<file path="config.mk">
export PLATFORM = sky130hd
export DESIGN_NAME = ahb_cmd_master
export DESIGN_NICKNAME = d
export VERILOG_FILES = /design/src/rtl/ahb_cmd_master.sv
export SDC_FILE = /design/constraint.sdc
export NUM_CORES = 1
export LEC_CHECK = 0
export CORE_UTILIZATION = 40
export CTS_CLUSTER_SIZE = 24
export DETAILED_ROUTE_END_ITERATION = 7
export PLACE_DENSITY = 0.68
export SETUP_SLACK_MARGIN = 0.4
export SLEW_MARGIN = 15
export SYNTH_ARGS = -nofsm -noshare
export SYNTH_HDL_FRONTEND = slang
export SYNTH_HIERARCHICAL = 1
export SYNTH_SLANG_ARGS = --single-unit
</file>
<file path="constraint.sdc">
create_clock -name hclk -period 15.39 [get_ports hclk]
set_clock_uncertainty 0.2 [all_clocks]
set_input_delay 3.8475 -clock hclk [delete_from_list [all_inputs] [get_ports hclk]]
set_output_delay 3.8475 -clock hclk [all_outputs]
set_load 0.02 [all_outputs]
</file>
<file path="src/rtl/ahb_cmd_master.sv">
// Purpose : queues read/write commands and issues them one at a time as single
//           non-pipelined AHB transfers (address phase, data phase, idle gap).
// Latency : rsp_valid three cycles after the push edge with a zero-wait slave.
// Backpr. : cmd_ready = !full; no bypass. m_hready=0 stalls ADDR/DATA indefinitely.
//
// Ports   : hclk/hrst (async active-high); cmd_* push side; rsp_* one-cycle
//           completion (rdata, err, mismatch); mis_cnt; busy; m_h* AHB master.
// Option  : define AHB_CMD_MASTER_CMP_EN to compare read data against the command
//           data and count mismatches. Without it rsp_mismatch/mis_cnt are tied
//           to 0 and command data only ever serves as write data.

// Generic synchronous FIFO: show-ahead read port, DEPTH must be a power of 2.
// Latency: pushed data visible at pop_dat the cycle after the push edge.
// Backpressure: push ignored when full, pop ignored when empty.
module ahb_cmd_master_fifo #(
    parameter int WIDTH = 8,
    parameter int DEPTH = 4
) (
    input  logic             hclk,
    input  logic             hrst,
    input  logic             push_vld,
    input  logic [WIDTH-1:0] push_dat,
    input  logic             pop_vld,
    output logic [WIDTH-1:0] pop_dat,
    output logic             full,
    output logic             empty
);
    localparam int PW = $clog2(DEPTH);

    logic [WIDTH-1:0] mem [DEPTH];
    logic [PW-1:0]    wr_ptr;
    logic [PW-1:0]    rd_ptr;
    logic [PW:0]      count;
    logic             push_ok;
    logic             pop_ok;

    assign push_ok = push_vld && !full;
    assign pop_ok  = pop_vld && !empty;
    assign full    = (count == (PW+1)'(DEPTH));
    assign empty   = (count == '0);
    assign pop_dat = mem[rd_ptr];

    always_ff @(posedge hclk or posedge hrst) begin
        if (hrst) begin
            wr_ptr <= '0;
            rd_ptr <= '0;
            count  <= '0;
        end else begin
            if (push_ok) wr_ptr <= wr_ptr + 1'b1;
            if (pop_ok)  rd_ptr <= rd_ptr + 1'b1;
            case ({push_ok, pop_ok})
                2'b10:   count <= count + 1'b1;
                2'b01:   count <= count - 1'b1;
                default: count <= count;
            endcase
        end
    end

    always_ff @(posedge hclk) begin
        if (push_ok) mem[wr_ptr] <= push_dat;
    end
endmodule

module ahb_cmd_master #(
    parameter int DW        = 32,
    parameter int AW        = 32,
    parameter int CMD_DEPTH = 4
) (
    input  logic          hclk,
    input  logic          hrst,
    input  logic          cmd_valid,
    output logic          cmd_ready,
    input  logic          cmd_write,
    input  logic [AW-1:0] cmd_addr,
    input  logic [DW-1:0] cmd_data,
    output logic          rsp_valid,
    output logic [DW-1:0] rsp_rdata,
    output logic          rsp_err,
    output logic          rsp_mismatch,
    output logic [15:0]   mis_cnt,
    output logic          busy,
    output logic          m_hsel,
    output logic [AW-1:0] m_haddr,
    output logic [1:0]    m_htrans,
    output logic          m_hwrite,
    output logic [2:0]    m_hsize,
    output logic [3:0]    m_hprot,
    output logic [DW-1:0] m_hwdata,
    input  logic [DW-1:0] m_hrdata,
    input  logic          m_hready,
    input  logic [1:0]    m_hresp
);
    localparam int            BL       = $clog2(DW/8);
    localparam int            FW       = 1 + AW + DW;
    localparam logic [AW-1:0] LOW_MASK = AW'((1 << BL) - 1);

    typedef enum logic [1:0] {IDLE, ADDR, DATA} state_t;

    state_t        state;
    state_t        state_nxt;

    logic          fifo_full;
    logic          fifo_empty;
    logic          pop;
    logic [FW-1:0] head;

    logic          write_q;
    logic [AW-1:0] addr_q;
    logic [DW-1:0] data_q;
    logic [DW-1:0] hwdata_q;
    logic          err_seen;
    logic          done;
    logic          err_now;

    logic          rsp_valid_q;
    logic [DW-1:0] rsp_rdata_q;
    logic          rsp_err_q;

    // Held at 0 while in reset so the push side sees no room until release.
    assign cmd_ready = !fifo_full && !hrst;
    assign busy      = !fifo_empty || (state != IDLE);

    ahb_cmd_master_fifo #(
        .WIDTH (FW),
        .DEPTH (CMD_DEPTH)
    ) u_fifo (
        .hclk     (hclk),
        .hrst     (hrst),
        .push_vld (cmd_valid && cmd_ready),
        .push_dat ({cmd_write, cmd_addr, cmd_data}),
        .pop_vld  (pop),
        .pop_dat  (head),
        .full     (fifo_full),
        .empty    (fifo_empty)
    );

    // ---------------- FSM: state register ----------------
    always_ff @(posedge hclk or posedge hrst) begin
        if (hrst) state <= IDLE;
        else      state <= state_nxt;
    end

    // ---------------- FSM: next state ----------------
    always_comb begin
        state_nxt = state;
        case (state)
            IDLE:    if (!fifo_empty) state_nxt = ADDR;
            ADDR:    if (m_hready)    state_nxt = DATA;
            DATA:    if (m_hready)    state_nxt = IDLE;
            default:                  state_nxt = IDLE;
        endcase
    end

    // ---------------- FSM: outputs ----------------
    always_comb begin
        m_hsel   = 1'b0;
        m_htrans = 2'b00;
        m_hsize  = 3'b000;
        m_hprot  = 4'b0000;
        pop      = 1'b0;
        case (state)
            IDLE: pop = !fifo_empty;
            ADDR: begin
                m_hsel   = 1'b1;
                m_htrans = 2'b10;
                m_hsize  = 3'(BL);
                m_hprot  = 4'b0011;
            end
            default: ;
        endcase
    end

    // Command fields latch at the pop so address/write hold until the next pop.
    always_ff @(posedge hclk or posedge hrst) begin
        if (hrst) begin
            write_q <= 1'b0;
            addr_q  <= '0;
            data_q  <= '0;
        end else if (pop) begin
            write_q <= head[FW-1];
            addr_q  <= head[FW-2 -: AW];
            data_q  <= head[DW-1:0];
        end
    end

    assign m_hwrite = write_q;
    assign m_haddr  = addr_q & ~LOW_MASK;

    // Write data moves onto the bus only as the data phase opens; reads leave
    // the previous value on the bus.
    always_ff @(posedge hclk or posedge hrst) begin
        if (hrst)                                    hwdata_q <= '0;
        else if (state == ADDR && m_hready && write_q) hwdata_q <= data_q;
    end
    assign m_hwdata = hwdata_q;

    // AHB ERROR is two cycles: first with hready=0, then with hready=1. The
    // first cycle is remembered so either cycle alone is enough to flag it.
    assign done    = (state == DATA) && m_hready;
    assign err_now = err_seen || (m_hresp == 2'b01);

    always_ff @(posedge hclk or posedge hrst) begin
        if (hrst)                                          err_seen <= 1'b0;
        else if (state == ADDR)                            err_seen <= 1'b0;
        else if (state == DATA && !m_hready && m_hresp == 2'b01) err_seen <= 1'b1;
    end

    always_ff @(posedge hclk or posedge hrst) begin
        if (hrst) begin
            rsp_valid_q <= 1'b0;
            rsp_err_q   <= 1'b0;
            rsp_rdata_q <= '0;
        end else begin
            rsp_valid_q <= done;
            rsp_err_q   <= done && err_now;
            if (done) rsp_rdata_q <= write_q ? '0 : m_hrdata;
        end
    end

    assign rsp_valid = rsp_valid_q;
    assign rsp_err   = rsp_err_q;
    assign rsp_rdata = rsp_rdata_q;

`ifdef AHB_CMD_MASTER_CMP_EN
    logic        mis_now;
    logic        rsp_mis_q;
    logic [15:0] mis_cnt_q;

    // For reads the command data is the expected value; writes and errored
    // reads never count as a mismatch.
    assign mis_now = done && !write_q && !err_now && (m_hrdata != data_q);

    always_ff @(posedge hclk or posedge hrst) begin
        if (hrst) begin
            rsp_mis_q <= 1'b0;
            mis_cnt_q <= '0;
        end else begin
            rsp_mis_q <= mis_now;
            if (mis_now && mis_cnt_q != 16'hFFFF) mis_cnt_q <= mis_cnt_q + 16'd1;
        end
    end

    assign rsp_mismatch = rsp_mis_q;
    assign mis_cnt      = mis_cnt_q;
`else
    assign rsp_mismatch = 1'b0;
    assign mis_cnt      = 16'd0;
`endif

endmodule

</file>
==> flow_metrics.py <==
metrics = {
    "layout": {
        "synthToLayoutAreaGrowth_pct": 24.3,
        "regArea_um2": 11100,
        "final_common_cell": "edfxtp_1",
        "multi_input_area_um2": 3490,
        "finalNonFillerCells": 1444,
        "layout-drive-gt1-share": 0.260,
        "antenna_cells": 0,
        "n_fill_cell": 2964,
        "most-common-layout-cells": "252 x edfxtp_1, 204 x clkdlybuf4s50_1, 137 x dfrtp_1",
        "layout.nets": 1053,
    },
    "timing": {
        "max_freq_mhz": 109,
        "rsz0062_at_grt": "no",
        "slew_viol_final": 0,
        "tns_ps": 0,
        "setup_viol": 0,
        "worst_pin_slew_ps": 1100,
        "hold_viol": 0,
        "slew_headroom": 0.267,
        "fin_crit_ps": 9190,
        "finalCritPeriodShare": 0.597,
    },
    "grt": {
        "overflow": 0,
        "grt_pass1_vias": 7555,
        "grt_max_degree": 70,
        "track_usage": 0.153,
        "antenna_found_initial": 0,
        "grt_pass1_wl_um": 44100,
    },
    "critical_path": {
        "rrSetupSlack_ps": 12330,
        "cpLargestDelayFamily": "buffers and inverters",
        "critPathMaxStageDelay_ps": 620,
        "crit_required_ps": 11340,
        "path_cells": "clkdlybuf4s50_1, nor2_1, clkdlybuf4s50_1",
        "worstPathArrival_ps": 5140,
        "crit_fanout": 3,
        "cp_num_buf_inv": 2,
        "endpoint_kind": "output port",
        "cp_slowest_cell": "clkdlybuf4s50_1",
        "cpMostUsedCell": "clkdlybuf4s50_1",
        "path_class": "input pin to output port",
        "crit_path_start_kind": "input pin",
    },
    "die": {
        "die_h_um": 195,
        "row_count": 70,
        "start_util": 0.408,
        "core_um2": 36700,
        "die-area_um2": 38200,
        "die_x_um": 195,
        "num_io_pins": 231,
    },
    "power_and_ir_drop": {
        "powerDensity_nw_per_um2": 201,
        "p_leak_nw": 6.68,
        "peakVddDrop_uv": 159,
    },
    "clocking": {
        "cts.sinks": 391,
        "clockRootBuffer": "clkbuf_16",
        "postCtsSetupRepairBufs": 0,
        "ctsResizeCount": 0,
        "cts_max_level": 2,
        "hold_buffers": 0,
        "cts_tree": "yes",
        "cts_buffers": 41,
        "cts_buffer_depth": 3,
        "clkTransAtPathRegs_ps": 60,
        "clkLatencyLatePin_ps": 540,
    },
    "placement": {
        "place.gp.congestion": 0.676,
        "dp_hpwl_um": 16100,
        "io_buffers": 204,
        "dp.cells": 1369,
    },
    "synth": {
        "avgSynthCellArea_um2": 20.6,
        "ys.warnings.count": 6,
        "postSynthCellCount": 726,
        "syn-cell-area_um2": 15000,
    },
    "routing": {
        "wl_per_cell_um": 19.5,
        "drc": 0,
        "dr_total_vias": 7154,
        "drt_first_iter_violations": 313,
        "viasPerCell": 4.95,
        "ant_nets": 0,
        "wl_um": 28200,
        "first_pass_iters": 4,
    },
    "hold_path": {
        "hold_path_class": "flip-flop to flip-flop",
    },
    "run_status": {
        "outcome": "completed",
    },
    "flow_run": {
        "cap_violations": 0,
    },
}
[state kept, by name (all words and copies together), names as in the netlist, 2 cells and up]
name / cells
u_fifo/count: 3
u_fifo/rd_ptr: 2
rsp_rdata: 32
data_q: 32
addr_q: 30
u_fifo/mem: 252
state: 2
m_hwdata: 32
u_fifo/wr_ptr: 2
[path summary, 6_finish.rpt]
kind	startpoint	to	cells past startpoint
worst min-delay path	addr_q[19]	addr_q[19]	1
min in group asynchronous	hrst	u_fifo/wr_ptr[0]	2
worst max-delay path	hrst	cmd_ready	3
max in group asynchronous	hrst	m_hwdata[13]	3
worst min register to register	addr_q[19]	addr_q[19]	1
worst max register to register	u_fifo/count[2]	u_fifo/mem[2][39]	6
[routing by layer]
| layer | part of all wire | up-vias | wire [µm] | global-route usage |
|---|---|---|---|---|
| met3 | 0.076 | 35 | 2150 | 0.0494 |
| met4 | 0.019 | 0 | 529 | 0.0516 |
| li1 | - | 3181 | - | - |
| met2 | 0.48 | 224 | 13400 | 0.247 |
| met5 | 0 | - | 0 | 0 |
| met1 | 0.43 | 3714 | 12100 | 0.196 |
[through the flow]
stage	area, µm²	hold WS (ps)	utilization	total power, mW	setup slack, ps
final	18600	284	0.507	3.74	6200
after global routing	18600	304	0.507	3.94	6170
after CTS	18600	291	0.507	3.81	6190
after detailed placement	17300	276	0.471	2.83	6190
after global placement	17300	267	0.471	2.80	6220
after floorplan	15000	254	-	2.39	7200
[report_power, final]
group | internal, mW | switching, mW | leakage [nW] | total (mW)
combinational | 0.661 | 0.577 | 2.08 | 1.24
sequential | 1.39 | 0.146 | 3.96 | 1.54
clock | 0.573 | 0.391 | 0.638 | 0.965
total | 2.63 | 1.11 | 6.68 | 3.74
[layout make-up]
cell class                      instances  share of cell area
Timing Repair Buffer                  213               0.113
Sequential cell                       391               0.594
Clock buffer                           63              0.0646
Inverter                                9             0.00209
Multi-Input combinational cell        288               0.188
Tap cell                              468              0.0315
Clock inverter                         12             0.00659
[worst register-to-register path, delay by kind of cell, from the launching register on]
| kind | cells | cell delay, ps |
|---|---|---|
| simple gates | 5 | 1430 |
| flops | 1 | 410 |
| buf+inv | 1 | 620 |
Note: power is estimated with default switching activity, not from simulation.
